## src/rtl/add_image_deadlock_pkg.sv

```systemverilog
`default_nettype none
// ============================================================================
// Module  : add_image_deadlock_pkg
// Purpose : Shared definitions for the dataflow deadlock report controller:
//           FSM state encoding and the timestamp width.
// Revision: 1.0 - initial release
// ============================================================================
package add_image_deadlock_pkg;

  localparam int TS_W = 32;

  typedef enum logic [2:0] {
    ST_IDLE   = 3'd0,
    ST_WATCH  = 3'd1,
    ST_SCAN   = 3'd2,
    ST_REPORT = 3'd3,
    ST_LOCK   = 3'd4
  } state_t;

endpackage
`default_nettype wire

```

## src/rtl/add_image_rr_find.sv

```systemverilog
`default_nettype none
// ============================================================================
// Module  : add_image_rr_find
// Purpose : Combinational wrapping first-set-bit search. Returns the lowest
//           set bit of vec at or above ptr; if none, wraps to search from 0.
// Ports   : vec   - candidate vector (N bits)
//           ptr   - search start position (W bits, expected < N)
//           idx   - index of the selected bit (0 when none found)
//           found - 1 when vec has any set bit
// Revision: 1.0 - initial release
// ============================================================================
module add_image_rr_find #(
  parameter int N = 4,
  parameter int W = 4
) (
  input  logic [N-1:0] vec,
  input  logic [W-1:0] ptr,
  output logic [W-1:0] idx,
  output logic         found
);

  // Two ordered passes: first the upper segment [ptr, N-1], then the wrapped
  // lower segment [0, ptr-1]. The first hit wins.
  always_comb begin
    idx   = '0;
    found = 1'b0;
    for (int i = 0; i < N; i++) begin
      if (!found && vec[i] && (i >= int'(ptr))) begin
        found = 1'b1;
        idx   = W'(i);
      end
    end
    for (int i = 0; i < N; i++) begin
      if (!found && vec[i] && (i < int'(ptr))) begin
        found = 1'b1;
        idx   = W'(i);
      end
    end
  end

endmodule
`default_nettype wire

```

## src/rtl/add_image_hls_deadlock_report_ctrl.sv

```systemverilog
`default_nettype none
// ============================================================================
// Module  : add_image_hls_deadlock_report_ctrl
// Purpose : Supervises per-process deadlock monitors. Declares a deadlock when
//           some non-idle process stays blocked for PERSIST_CYCLES consecutive
//           cycles, then reports every blocked process index once, in
//           round-robin order, through a valid/ready handshake.
// Ports   : clock, reset (sync, active-high), enable, clear (abandon/end),
//           proc_block/proc_idle (NUM_PROC each), report_ready,
//           deadlock, report_valid, report_idx, report_count, deadlock_cycle.
// Config  : ADD_IMAGE_DEADLOCK_TIMESTAMP_EN - when defined, a free-running
//           cycle counter stamps the detecting edge into deadlock_cycle;
//           otherwise deadlock_cycle is tied to 0.
// Revision: 1.0 - initial release
// ============================================================================
module add_image_hls_deadlock_report_ctrl
  import add_image_deadlock_pkg::*;
#(
  parameter int NUM_PROC       = 4,
  parameter int PERSIST_CYCLES = 16,
  parameter int IDX_W          = 4
) (
  input  logic                clock,
  input  logic                reset,
  input  logic                enable,
  input  logic                clear,
  input  logic [NUM_PROC-1:0] proc_block,
  input  logic [NUM_PROC-1:0] proc_idle,
  input  logic                report_ready,
  output logic                deadlock,
  output logic                report_valid,
  output logic [IDX_W-1:0]    report_idx,
  output logic [IDX_W-1:0]    report_count,
  output logic [TS_W-1:0]     deadlock_cycle
);

  localparam int CNT_W = 16;

  state_t              state;
  logic [CNT_W-1:0]    persist_cnt;
  logic [NUM_PROC-1:0] pending;
  logic [IDX_W-1:0]    rr_ptr;

  logic [NUM_PROC-1:0] eff;
  logic                detect;
  logic [IDX_W-1:0]    found_idx;
  logic                found;

  // A process that is idle is not considered blocked.
  assign eff = proc_block & ~proc_idle;

  // Edge on which the deadlock is declared (clear has priority).
  assign detect = (state == ST_WATCH) && !clear && enable && (|eff) &&
                  (persist_cnt == CNT_W'(PERSIST_CYCLES));

  add_image_rr_find #(
    .N (NUM_PROC),
    .W (IDX_W)
  ) u_rr_find (
    .vec   (pending),
    .ptr   (rr_ptr),
    .idx   (found_idx),
    .found (found)
  );

  always_ff @(posedge clock) begin
    if (reset) begin
      state        <= ST_IDLE;
      persist_cnt  <= '0;
      pending      <= '0;
      rr_ptr       <= '0;
      deadlock     <= 1'b0;
      report_valid <= 1'b0;
      report_idx   <= '0;
      report_count <= '0;
    end else if (clear) begin
      // report_count and rr_ptr survive a clear so the next sequence continues
      // round-robin where this one stopped.
      state        <= ST_IDLE;
      persist_cnt  <= '0;
      pending      <= '0;
      deadlock     <= 1'b0;
      report_valid <= 1'b0;
    end else begin
      case (state)
        ST_IDLE: begin
          if (enable && (|eff)) begin
            state       <= ST_WATCH;
            persist_cnt <= CNT_W'(1);
          end
        end
        ST_WATCH: begin
          if (!enable || !(|eff)) begin
            state       <= ST_IDLE;
            persist_cnt <= '0;
          end else if (detect) begin
            state        <= ST_SCAN;
            pending      <= eff;
            deadlock     <= 1'b1;
            report_count <= '0;
          end else begin
            persist_cnt <= persist_cnt + CNT_W'(1);
          end
        end
        ST_SCAN: begin
          if (found) begin
            state        <= ST_REPORT;
            report_idx   <= found_idx;
            report_valid <= 1'b1;
          end else begin
            state <= ST_LOCK;
          end
        end
        ST_REPORT: begin
          if (report_ready) begin
            state        <= ST_SCAN;
            report_valid <= 1'b0;
            pending      <= pending & ~(NUM_PROC'(1) << report_idx);
            rr_ptr       <= (report_idx == IDX_W'(NUM_PROC - 1)) ? '0
                                                                 : report_idx + IDX_W'(1);
            if (report_count != {IDX_W{1'b1}}) begin
              report_count <= report_count + IDX_W'(1);
            end
          end
        end
        ST_LOCK: begin
          state <= ST_LOCK;
        end
        default: begin
          state <= ST_IDLE;
        end
      endcase
    end
  end

`ifdef ADD_IMAGE_DEADLOCK_TIMESTAMP_EN
  // cycle_cnt holds the number of edges seen since reset was released, so the
  // stamp taken on a detecting edge is that edge's ordinal (first edge = 1).
  logic [TS_W-1:0] cycle_cnt;

  always_ff @(posedge clock) begin
    if (reset) begin
      cycle_cnt      <= '0;
      deadlock_cycle <= '0;
    end else begin
      cycle_cnt <= cycle_cnt + TS_W'(1);
      if (detect) begin
        deadlock_cycle <= cycle_cnt + TS_W'(1);
      end
    end
  end
`else
  assign deadlock_cycle = '0;
`endif

endmodule
`default_nettype wire

```

## config.mk

```make
export PLATFORM = sky130hd
export DESIGN_NAME = add_image_hls_deadlock_report_ctrl
export DESIGN_NICKNAME = d
export VERILOG_FILES = /design/src/rtl/add_image_deadlock_pkg.sv /design/src/rtl/add_image_rr_find.sv /design/src/rtl/add_image_hls_deadlock_report_ctrl.sv
export SDC_FILE = /design/constraint.sdc
export NUM_CORES = 1
export LEC_CHECK = 0
export ABC_AREA = 1
export CAP_MARGIN = 20
export CORE_AREA = 2 2 63 65
export DETAILED_ROUTE_END_ITERATION = 7
export DIE_AREA = 0 0 65 67
export DONT_BUFFER_PORTS = 1
export PLACE_DENSITY = 0.92
export SETUP_SLACK_MARGIN = 0.4
export SLEW_MARGIN = 15
export SYNTH_ARGS = -nofsm -noshare
export SYNTH_HDL_FRONTEND = slang
export SYNTH_SLANG_ARGS = --single-unit
```

## constraint.sdc

```tcl
create_clock -name clock -period 3.7 [get_ports clock]
set_input_delay 0.555 -clock clock [delete_from_list [all_inputs] [get_ports clock]]
set_output_delay 0.555 -clock clock [all_outputs]
set_load 0.03 [all_outputs]
```

==> out/metrics.yaml <==
min_path:
  min_to: "report_count[2]$_SDFFE_PP0P_"
  whs_path_depth: 1
  hold_class: "input pin to register"
  min_from: "reset"
critical_path:
  cp.required_ns: 3.93
  worst_path_max_delay_cell: "nor2_2"
  crit_start: "proc_idle[1]"
  path_delay_family: "simple AND/OR/NAND/NOR gates"
  worst_setup_path_start_kind: "input pin"
  max_stage_delay_ns: 0.55
  r2r-end: "pending[0]$_SDFFE_PP0P_"
  r2r_start: "state[0]$_SDFFE_PP0P_"
  crit_path_cell_trace: "inv_1, nand2_1, nand2_1, nor2_1, nor2_2, nand2_1, nand2_1, nand3_2, nand2_1, nand2_1, nor2_1"
  crit_buf_inv: 1
  regToRegSetupSlack_ns: 1.85
  rr_worst_depth: 10
  cp_common_cell: "nand2_1"
  cp-end-kind: "register"
  critPathArrivalTime_ns: 2.22
  cp_max_fo: 16
  path_class: "input pin to register"
timing:
  fin_crit_sh_pct: 53.8
  drv_slew: 0
  fin_tns_setup_ns: 0
  rsz0062_at_grt: "no"
  slew-limit-headroom_pct: 52.1
  fin_skew_ns: 0.00614
  period_needed_ns: 1.99
  hold_ws_ns: 0.319
  finalHoldViolCount: 0
  tightest_slew_ns: 0.717
  fmax_mhz: 502
  setup_viol: 0
logic_synthesis:
  ys_types: 31
  yosysSeqAreaShare_pct: 27.1
  synth_area_per_cell_um2: 6.41
  yosysWarnings: 0
  syn_inst: 381
  synthesis.area_mm2: 0.00244
  synth_top_area_cell: "dfxtp_1"
  synth-seq-cells: 33
  yosys-top-cells-area: "dfxtp_1 27%, nand2_1 13%, buf_4 10%"
  synth_top_area_share_pct: 27.1
global_routing:
  grt_pass1_vias: 2119
  antenna_found_initial: 0
  grt_usage_pct: 27.0
  grt_max_degree: 19
  grt.overflow.total: 0
  grt_first_pass_wirelength_um: 9130
cells_and_area:
  layout-drive-gt1-share_pct: 6.77
  nNetsFinal: 403
  syn_to_final_growth_pct: 0.871
  final_util_pct: 68.3
  most-common-layout-cells: "84 x nand2_1, 43 x inv_1, 42 x nor2_1"
  fillers: 325
  final_common_cell: "nand2_1"
  diodes: 0
  final_area_mm2: 0.00246
clock_network:
  htree_levels: 2
  cts_buffer_depth: 2
  clk_latency_ns: 0.29
  post_cts_resized: 0
  cts_hold_buf: 0
  cts_sinks: 33
  post-cts-setup-buffers: 0
  cts_tree: "yes"
  cts_buffers: 5
  cts-root-buf: "clkbuf_8"
  clkTransAtPathRegs_ns: 0.08
run:
  maxCapViolCount: 0
die:
  initial_utilization_pct: 67.7
  die-area_mm2: 0.00436
  die_w_um: 65
  chipHeight_um: 67
  rows: 22
  io_pins: 55
  coreArea_mm2: 0.00361
pwr:
  p_per_area_mw_per_mm2: 348
  leakage_uw: 0.00111
  power_frac_comb_pct: 16.1
  seqPwrFrac_pct: 43.1
  finalPower_uw: 856
  irDropWorstVdd_mv: 0.209
  clkPwrFrac_pct: 40.8
  switchingPower_uw: 268
  intPower_uw: 588
  swShare_pct: 31.4
place:
  hpwlAfterDp_um: 4100
  portBuffers: 0
  gp_congestion: 0.934
  post_dp_cell_area_mm2: 0.00235
routing:
  remaining_drc_errors: 0
  routed_wl_um: 5420
  vias: 2329
  ant_nets: 0
  first_iter_violations: 191
  wl_per_cell_um: 12.5
  drtPass1Iterations: 4
  viasPerCell: 5.39
status:
  status: "completed"
==> worst register-to-register path, stage by stage (launching register included) <==
cell	delay, ns
dfxtp_1	0.37
inv_2	0.04
nor2_2	0.14
inv_2	0.09
nor2_4	0.34
nand2_1	0.21
nand2_1	0.18
nand3_2	0.15
nand2_1	0.11
nand2_1	0.05
nor2_1	0.11
==> power groups by stage <==
stage / Clock [uW] / Sequential [uW] / Combinational [uW]
5_1_grt: 369 / 369 / 151
2_1_floorplan: 0 / 375 / 150
4_1_cts: 352 / 369 / 136
3_3_place_gp: 0 / 377 / 133
3_5_place_dp: 0 / 377 / 135
6_report: 349 / 369 / 138
==> routing by layer <==
| metal | global-route usage [%] | vias up | routed length (um) |
|---|---|---|---|
| li1 | - | 1170 | - |
| met1 | 31.5 | 1067 | 2310 |
| met2 | 46.8 | 81 | 2700 |
| met3 | 6.93 | 11 | 311 |
| met4 | 11.2 | 0 | 102 |
| met5 | 0 | - | 0 |
==> synthesized netlist by cell type, drive strengths merged <==
master	n
conb	1
o211a	1
nor3	10
a21oi	26
xnor2	1
nand4	20
o21ai	12
xor2	7
clkinv	2
nand3	32
clkbuf	3
nor2	48
buf	35
nor4	1
ha	7
nand2	88
dfxtp	33
inv	49
o2111ai	1
o21bai	1
and3	1
nand3b	2
==> stage by stage <==
step | setup WS [ns] | instances
floorplan | 2.03 | 414
finish | 1.71 | 432
CTS | 1.75 | 432
global route | 1.56 | 432
detailed placement | 1.46 | 424
global placement | 1.53 | 424
==> layout make-up <==
cell class,count,area (um^2),area share [%]
inverter,51,193,7.83
tap,48,60.1,2.44
sequential,33,661,26.8
clock buffer,5,68.8,2.79
multi-input combinational,292,1430,58.2
clock inverter,3,46.3,1.88
==> kinds of logic after synthesis <==
kind of cell             share of synthesized area [%]
adder cells (fa/ha/maj)                           3.59
AO/OA/AOI/OAI                                     8.87
AND/OR/NAND/NOR                                   38.2
XOR/XNOR                                          2.87
flip-flops                                        27.1
buffers and inverters                             19.3
other                                            0.154
==> flip-flops by register name, summed over array words and instances (netlist names) <==
name / flops
pending: 4
report_valid: 1
persist_cnt: 16
state: 3
rr_ptr: 2
deadlock: 1
report_idx: 2
report_count: 4
==> how the worst max path moves through the flow <==
stage                                   to  slack (ns)  cells after the start
2_1_floorplan  persist_cnt[0]$_SDFFE_PP0P_        2.03                     11
3_3_place_gp       pending[0]$_SDFFE_PP0P_        1.53                     10
3_5_place_dp       pending[2]$_SDFFE_PP0P_        1.46                     10
4_1_cts            pending[0]$_SDFFE_PP0P_        1.75                     11
5_1_grt            pending[2]$_SDFFE_PP0P_        1.56                     11
6_report           pending[0]$_SDFFE_PP0P_        1.71                     11
(Power assumes the default switching activity.)
